`config.mk`:
```
export PLATFORM = sky130hd
export DESIGN_NAME = if_id_stage
export DESIGN_NICKNAME = d
export VERILOG_FILES = /design/src/rtl/cpu_pkg.sv /design/src/rtl/pc_reg.sv /design/src/rtl/if_id_stage.sv
export SDC_FILE = /design/constraint.sdc
export NUM_CORES = 1
export LEC_CHECK = 0
export ABC_AREA = 1
export BUFFER_PORTS_ARGS = -buffer_cell sky130_fd_sc_hd__buf_4
export CORE_MARGIN = 2
export CORE_UTILIZATION = 30
export CTS_BUF_LIST = sky130_fd_sc_hd__clkbuf_4
export CTS_CLUSTER_DIAMETER = 120
export DETAILED_ROUTE_END_ITERATION = 6
export GPL_ROUTABILITY_DRIVEN = 1
export PLACE_DENSITY_LB_ADDON = 0.1
export SYNTH_ARGS = -nofsm -noshare
export SYNTH_HDL_FRONTEND = slang
export SYNTH_HIERARCHICAL = 1
export SYNTH_SLANG_ARGS = --single-unit
```
`constraint.sdc`:
```
create_clock -name clk_i -period 1.6 [get_ports clk_i]
set_input_delay 0.08 -clock clk_i [delete_from_list [all_inputs] [get_ports clk_i]]
set_output_delay 0.08 -clock clk_i [all_outputs]
set_load 0.005 [all_outputs]
```
`src/rtl/cpu_pkg.sv`:
```
// Shared definitions for the MIPS front end: NOP encoding, PC reset/step values
// and the fetch-stage FSM state encoding.
package cpu_pkg;

    localparam logic [31:0] NOP      = 32'h0000_0000;
    localparam logic [31:0] PC_RESET = 32'h0000_0000;
    localparam logic [31:0] PC_STEP  = 32'd4;

    typedef enum logic [0:0] {
        IDLE = 1'b0,
        RUN  = 1'b1
    } fetch_state_t;

endpackage

```
`src/rtl/pc_reg.sv`:
```
// Program counter register: load-target takes priority over increment; with
// neither requested the PC holds. PC+4 is exported for the IF/ID latch.
module pc_reg
    import cpu_pkg::*;
(
    input  logic        clk_i,
    input  logic        rst_i,
    input  logic        i_load,
    input  logic        i_inc,
    input  logic [31:0] i_target,
    output logic [31:0] o_pc,
    output logic [31:0] o_pc4
);

    logic [31:0] r_pc;

    // Increment wraps modulo 2^32, so 32'hFFFF_FFFC steps to 0.
    assign o_pc4 = r_pc + PC_STEP;
    assign o_pc  = r_pc;

    // NOTE: state registers use non-blocking assignments so every flop samples
    // pre-edge values regardless of block evaluation order.
    always_ff @(posedge clk_i or negedge rst_i) begin
        if (!rst_i) begin
            r_pc <= PC_RESET;
        end else if (i_load) begin
            r_pc <= i_target;
        end else if (i_inc) begin
            r_pc <= o_pc4;
        end
    end

endmodule

```
`src/rtl/if_id_stage.sv`:
```
// Instruction-fetch stage and IF/ID pipeline register with IDLE/RUN control.
// Optional saturating stall/flush counters are enabled by macro IF_PERF_CNT_EN.
module if_id_stage
    import cpu_pkg::*;
#(
    parameter int CNT_W = 32
) (
    input  logic        clk_i,
    input  logic        rst_i,
    input  logic        start_i,
    input  logic        stall_i,
    input  logic        flush_i,
    input  logic [31:0] target_i,
    output logic [31:0] pc_o,
    input  logic [31:0] inst_mem_i,
    output logic [31:0] if_id_inst_o,
    output logic [31:0] if_id_pc4_o,
    output logic        if_id_valid_o
`ifdef IF_PERF_CNT_EN
    ,
    output logic [CNT_W-1:0] stall_cnt_o,
    output logic [CNT_W-1:0] flush_cnt_o
`endif
);

    fetch_state_t r_state;
    logic [31:0]  r_inst;
    logic [31:0]  r_pc4;
    logic         r_valid;

    logic         w_fetch;
    logic         w_pc_load;
    logic         w_pc_inc;
    logic [31:0]  w_pc4;

    generate
        if (CNT_W < 1) begin : g_cnt_w_invalid
        end
    endgenerate

    // PC moves only in an active RUN cycle that is not stalled.
    assign w_fetch   = (r_state == RUN) && start_i && !stall_i;
    assign w_pc_load = w_fetch && flush_i;
    assign w_pc_inc  = w_fetch && !flush_i;

    pc_reg u_pc_reg (
        .clk_i    (clk_i),
        .rst_i    (rst_i),
        .i_load   (w_pc_load),
        .i_inc    (w_pc_inc),
        .i_target (target_i),
        .o_pc     (pc_o),
        .o_pc4    (w_pc4)
    );

    always_ff @(posedge clk_i or negedge rst_i) begin
        if (!rst_i) begin
            r_state <= IDLE;
            r_inst  <= NOP;
            r_pc4   <= 32'h0;
            r_valid <= 1'b0;
        end else begin
            case (r_state)
                IDLE: begin
                    r_inst  <= NOP;
                    r_pc4   <= 32'h0;
                    r_valid <= 1'b0;
                    if (start_i) r_state <= RUN;
                end
                RUN: begin
                    if (!start_i) begin
                        r_state <= IDLE;
                        r_inst  <= NOP;
                        r_pc4   <= 32'h0;
                        r_valid <= 1'b0;
                    end else if (stall_i) begin
                        // Hold: the ID instruction is unresolved, so a flush is ignored.
                    end else if (flush_i) begin
                        r_inst  <= NOP;
                        r_pc4   <= 32'h0;
                        r_valid <= 1'b0;
                    end else begin
                        r_inst  <= inst_mem_i;
                        r_pc4   <= w_pc4;
                        r_valid <= 1'b1;
                    end
                end
                default: r_state <= IDLE;
            endcase
        end
    end

    assign if_id_inst_o  = r_inst;
    assign if_id_pc4_o   = r_pc4;
    assign if_id_valid_o = r_valid;

`ifdef IF_PERF_CNT_EN
    logic [CNT_W-1:0] r_stall_cnt;
    logic [CNT_W-1:0] r_flush_cnt;

    // Both counters saturate at all-ones and are cleared only by reset.
    always_ff @(posedge clk_i or negedge rst_i) begin
        if (!rst_i) begin
            r_stall_cnt <= '0;
            r_flush_cnt <= '0;
        end else if (r_state == RUN) begin
            if (stall_i && (r_stall_cnt != '1))
                r_stall_cnt <= r_stall_cnt + 1'b1;
            if (flush_i && !stall_i && (r_flush_cnt != '1))
                r_flush_cnt <= r_flush_cnt + 1'b1;
        end
    end

    assign stall_cnt_o = r_stall_cnt;
    assign flush_cnt_o = r_flush_cnt;
`endif

endmodule

```
# == After elaboration in Yosys (flattened, before gate mapping) ==
# Cells that the tools add are included.
# W data, S select, Z words.
# word_totals
inputBits,69
latch_bits,0
out_inout_bits,97
mem_bits_rw,0
register_bits,98
rom_bits,0
wordCells,30
mem_count,0
# classes
n_lt_le_gt_ge,0
mux,15
n_mul,0
n_eq_ne,1
div_mod_pow,0
n_shift,0
bitwise_logic,1
reduce_logical,7
add_sub_neg,1
# op_table
op,n
$mux W32,8
$pmux W32 S2,2
$add A32 B3 Y32 const B,1
$logic_and A1 B1 Y1,4
$mux W1,4
$ne A3 B3 Y1 const B,1
$logic_not A1 Y1,2
$pmux W1 S2,1
$reduce_bool A2 Y1,1
$not A1 Y1,1

# == Longest topological paths before layout ==
# logic_depth
ltp_word,5
ltp_mapped,10
mapped_depth_nobuf,10

# == Cells and area by module ==
# Netlist, hierarchy kept.
# modules_own_cells
module,cells_each,area_each_um2,seq_area_each_um2,instances
if_id_stage,301,2849.0,1651.6,1
pc_reg,315,2273.4,800.8,1

# == Worst setup path before layout ==
# No wires, ideal clock.
# synth_timing
path_kind,register -> register
start,register u_pc_reg.r_pc[2] (netlist: u_pc_reg/o_pc[2])
end,register r_pc4[26] (netlist: if_id_pc4_o[26])
stages_incl_launch_ff,10
t_arrival_ns,1.441
required_ns,1.483
path_slack_ns,0.042
setup_ns,0.117
n_path_buf,0
cell_sequence,dfrtp_1 -> ha_1 -> nand2_1 -> nor2_2 -> nand2_4 -> nor2_4 -> nand3_1 -> and2_1 -> nand3_1 -> nand2_1
# synth_via
elab_chain_cells,5
# synth_lines
element,line,source
start: declaration,pc_reg.sv:15,logic [31:0] r_pc;
start signal: assignment,pc_reg.sv:27,r_pc <= i_target;
start signal: assignment,pc_reg.sv:29,r_pc <= o_pc4;
$add A32 B3 Y32,pc_reg.sv:18,assign o_pc4 = r_pc + PC_STEP;
named net w_pc4[26],if_id_stage.sv:34,logic [31:0] w_pc4;
$mux W32,if_id_stage.sv:78,end else if (flush_i) begin
$mux W32,if_id_stage.sv:76,end else if (stall_i) begin
$mux W32,if_id_stage.sv:71,if (!start_i) begin
$pmux W32 S2,if_id_stage.sv:63,case (r_state)
end signal: assignment,if_id_stage.sv:84,r_pc4 <= w_pc4;
end: declaration,if_id_stage.sv:28,logic [31:0] r_pc4;
# The timed path passes the listed nets, and every way through them passes these cells. The select of a mux whose other input is x is not followed.
# A chain may end at the register's enable or synchronous reset.

# == Worst setup path after layout ==
# layout_timing
start,register u_pc_reg.r_pc[2] (netlist: u_pc_reg/o_pc[2])
end,register r_pc4[22] (netlist: if_id_pc4_o[22])
# The elaborated chain is that of the path after synthesis.

==> results.txt <==
- Result of the run: finished, violations left
* Violations in the final reports: setup timing
- The floorplan step set the die height to 135 µm.
* Detail-routed net length per standard cell: 17.0 µm
* Total of endpoints with negative setup slack in the final report: 3
- For this design, the slowest cell found on the critical path is dfrtp_1.
* Cell family contributing the most delay on the critical path: simple AND/OR/NAND/NOR gates
* Total gr overflow: 0
* Post-Synthesis Cell Area: 5120 µm²
- Timing analysis after detailed placement gives a worst setup slack of -0.0557 ns.
- Sequential-to-total area share from yosys stat: 47.9%
- Count of antenna-violating nets left after detailed routing: 0
* Maximum level of the CTS H-tree: 3
- Xor and xnor area share after synthesis: 3.44%
* Wire length of the first global-routing pass: 28800 µm
* Crit Path Class: reg -> reg
- The area growth from synthesis to layout is 52.6%.
- RSZ-0062 raised after global routing: true
* Number of CTS-inserted buffers: 9
- Met3 routing resource usage after global routing: under 10%
- The filler cells instantiated in the layout total ~1600.
* Library cells used by synthesis: 26
* Max VDD drop: 0.487 mV
- At the pin with the least slew margin, the transition time is 0.800 ns.
* Final number of max-transition violations: 0
* Mean area per synthesized cell: 8.32 µm²
- Cell Count, Final, Fillers Out: 1092
- Worst-path clk slew: 0.15 ns
- Global route hottest layer: met2
* Arrival time at the worst endpoint: 1.98 ns
- I/O Buffers: 165
- Seq. cell area: 2450 µm²
- Summing all multi-input logic gate instances after layout gives 2450 µm².
- The post-route netlist has 32.8% of its cells at a drive strength greater than 1.
- Met1 global-route usage: 26.6%
- The worst setup path is captured at a register.
- CTS tree: built
* Number of instances in the placed design: 1000
* Leakage dissipation: 4.04 nW
* Fraction of synthesized area in multiplexers: 0.440%
* Number of top-level pins: 166
* Power per unit of standard cell area: 808 nW/µm²
- Count of vias placed by the detailed router: 5395
- Across the run, the number of max-cap violations was 0.
* Crit Path Max Fanout: 4
- The congestion estimate from routability-driven global placement came to a little over 0.8.
- Initial cell density of the core: 30.8%
- DP Area: 6800 µm²
- Number of clock sinks: 98
- Final period util: 101%
- The first routing iteration left 256 violations.
- Overall fraction of global-route tracks in use: 20.4%
* Yosys warning total: 6
* Post-layout worst setup margin: -0.00833 ns
- The final layout contains around 940 nets.
- On the worst path, the slowest cell contributes a delay of 0.40 ns.
- Number of antenna violations at the first check in global routing: 1
* Adder and majority cell fraction of the synthesized area: less than 1%
- CTS placed an instance of clkbuf_4 at the clock tree root.
- The most numerous cell type found on the critical path is nand2_1.
* Worst clock skew: 0.0119 ns
- After Yosys synthesis, and, or, nand and nor cells account for 36.4% of the synthesized area.
* Area of the core region: ~17000 µm²
- Hold WC Path Type: in -> async
- Largest family of logic cells by synthesized area: simple AND/OR/NAND/NOR gates
- Wires add up to about 19000 µm.
- The die covers 18100 µm².
- From left edge to right edge, the die measures 135 µm.
* Detailed-route DRC error count: 0
- Cells fill 47.0% of the core in the end.
* Critical path required time: 1.97 ns
* Period minus WS final: 1.61 ns
- The worst pin sits at a relative slew slack of 46.6%.
* Worst hold slack: 0.0770 ns
* Max Freq: roughly 620 MHz
- Synthesized-area fraction occupied by ao, oa, aoi and oai cells: 4.64%
- Before antenna repair, the detailed router went through 4 iterations.
* Number of register bits inferred by synthesis: between 90 and 100
- Rows: 47
- For this run, global-route usage on met2 was measured as 34.1%.
* Syn Nets: 686
* Pin count of the biggest net entering global routing: 67
- Critical Path Start Type: register
- Clk Latency, worst-skew pair: roughly 0.47 ns
- Hold Fails Final Rpt: 0
* Post-DR vias/cell: 4.94
- Together, buffers and inverters on the worst path number 1.
* DP HPWL: 11700 µm
- The finished cells cover 7820 µm².
- Counting every instance in the synthesized netlist gives 616.
- The longest clock path from root to sink contains 2 buffers.
- Ordered cell list for the critical path: ha_2 -> nand2_2 -> nor2_4 -> nand2_4 -> nor2_4 -> buf_4 -> nand2_1 -> nand2_1 -> nand2_1 -> nand3_1 -> nand2_1
- The number of global-route vias before repair is between 5000 and 6000.
[flip-flops by register name, summed over array words and instances, names as in the netlist]
signal / flops
u_pc_reg/o_pc: 32
if_id_valid_o: 1
r_state: 1
if_id_pc4_o: 32
if_id_inst_o: 32
[routing by layer]
metal	vias to the layer above	wire, µm
li1	2576	-
met1	2601	8410
met2	190	8850
met3	28	870
met4	0	384
met5	-	0
[synth_stat cells (all sizes together)]
master,n,share of area [%]
nor2,42,4.4
buf,33,4.0
inv,27,2.0
xnor2,2,0.34
o21ai,4,0.39
and2,5,0.61
nand3,75,7.3
ha,1,0.24
dfrtp,98,48
nand4,65,7.9
xor2,13,3.1
nor3,1,0.098
mux2,2,0.44
o211ai,3,0.44
clkbuf,13,0.95
a22oi,26,3.8
nand2,200,15
nand3b,6,0.88
[power by group]
| part | internal, mW | switching, mW |
|---|---|---|
| registers | 2.71 | 0.233 |
| clock network | 0.508 | 0.821 |
| logic | 1.05 | 0.996 |
| total | 4.26 | 2.05 |
[layout make-up]
cell class              count  share of cell area (%)
diodes                      1                  0.0320
clock buffers              12                    1.15
clock inverters             1                   0.384
inverters                  27                    1.30
multi-input cells         445                    31.3
flip-flops and latches     98                    31.4
well taps                 220                    3.52
repair buffers            288                    30.9
[stage by stage]
stage / total power, mW / setup TNS [ns]
final: 6.31 / -0.0180
after global routing: 6.72 / -1.33
after CTS: 6.29 / 0
after floorplan: 3.73 / 0
after detailed placement: 4.79 / -0.0557
after global placement: 4.79 / -0.0211
[cell usage in the layout (no fill, tap or decap)]
cell             n
xor2_1           3
a22oi_1         26
nor3_2           1
nand2_1        189
xor2_4           1
nand3_1         73
bufinv_16        1
nand2_2          8
o21ai_1          1
diode_2          1
buf_4          212
o21ai_0          3
ha_2             1
dfrtp_2          2
nor2_2           7
nor2_1          23
dfrtp_1         96
inv_2            3
nor2_4          12
buf_12           6
and2_1           4
nand4_1         65
buf_6            3
nand3_4          2
dlygate4sd3_1   67
xor2_2           9
nand2_4          3
clkbuf_4        12
and2_4           1
o211ai_1         3
xnor2_1          2
mux2_2           2
inv_1           24
nand3b_1         6
[cell families (layout without fill, tap and decap cells)]
family,Yosys count,after routing
and+or+nand+nor,394,394
DFF,98,98
buffers and inverters,73,328
AOI/OAI and AO/OA,33,33
xor gates and xnor gates,15,15
muxes,2,2
adders and majority gates,1,1
other,0,1
[worst reg2reg max path: stages (launching register included)]
cell	delay, ns
dfrtp_1	0.40
ha_2	0.21
nand2_2	0.07
nor2_4	0.14
nand2_4	0.10
nor2_4	0.17
buf_4	0.14
nand2_1	0.04
nand2_1	0.05
nand2_1	0.06
nand3_1	0.08
nand2_1	0.05
[repair_timing]
action / in CTS / in global routing
endpoints found under the hold margin: 163 / 0
endpoints found under the setup margin: 3 / 33
setup buffers: 2 / 9
gates resized for setup: 2 / 28
hold buffers: 67 / 0
pin swaps: 1 / 23
[final timing paths]
kind                                  start           endpoint  slack [ns]  cells past startpoint
setup / recovery           u_pc_reg/o_pc[2]    if_id_pc4_o[22]      -0.008                     11
max in group asynchronous             rst_i  u_pc_reg/o_pc[20]        0.90                      3
hold reg to reg            u_pc_reg/o_pc[1]     if_id_pc4_o[1]        0.55                      2
min in group clk_i                  stall_i    if_id_pc4_o[28]        0.15                      5
setup reg to reg           u_pc_reg/o_pc[2]    if_id_pc4_o[22]      -0.008                     11
hold / removal                        rst_i   if_id_inst_o[18]        0.08                      2
Power figures use the tool's default switching activity.
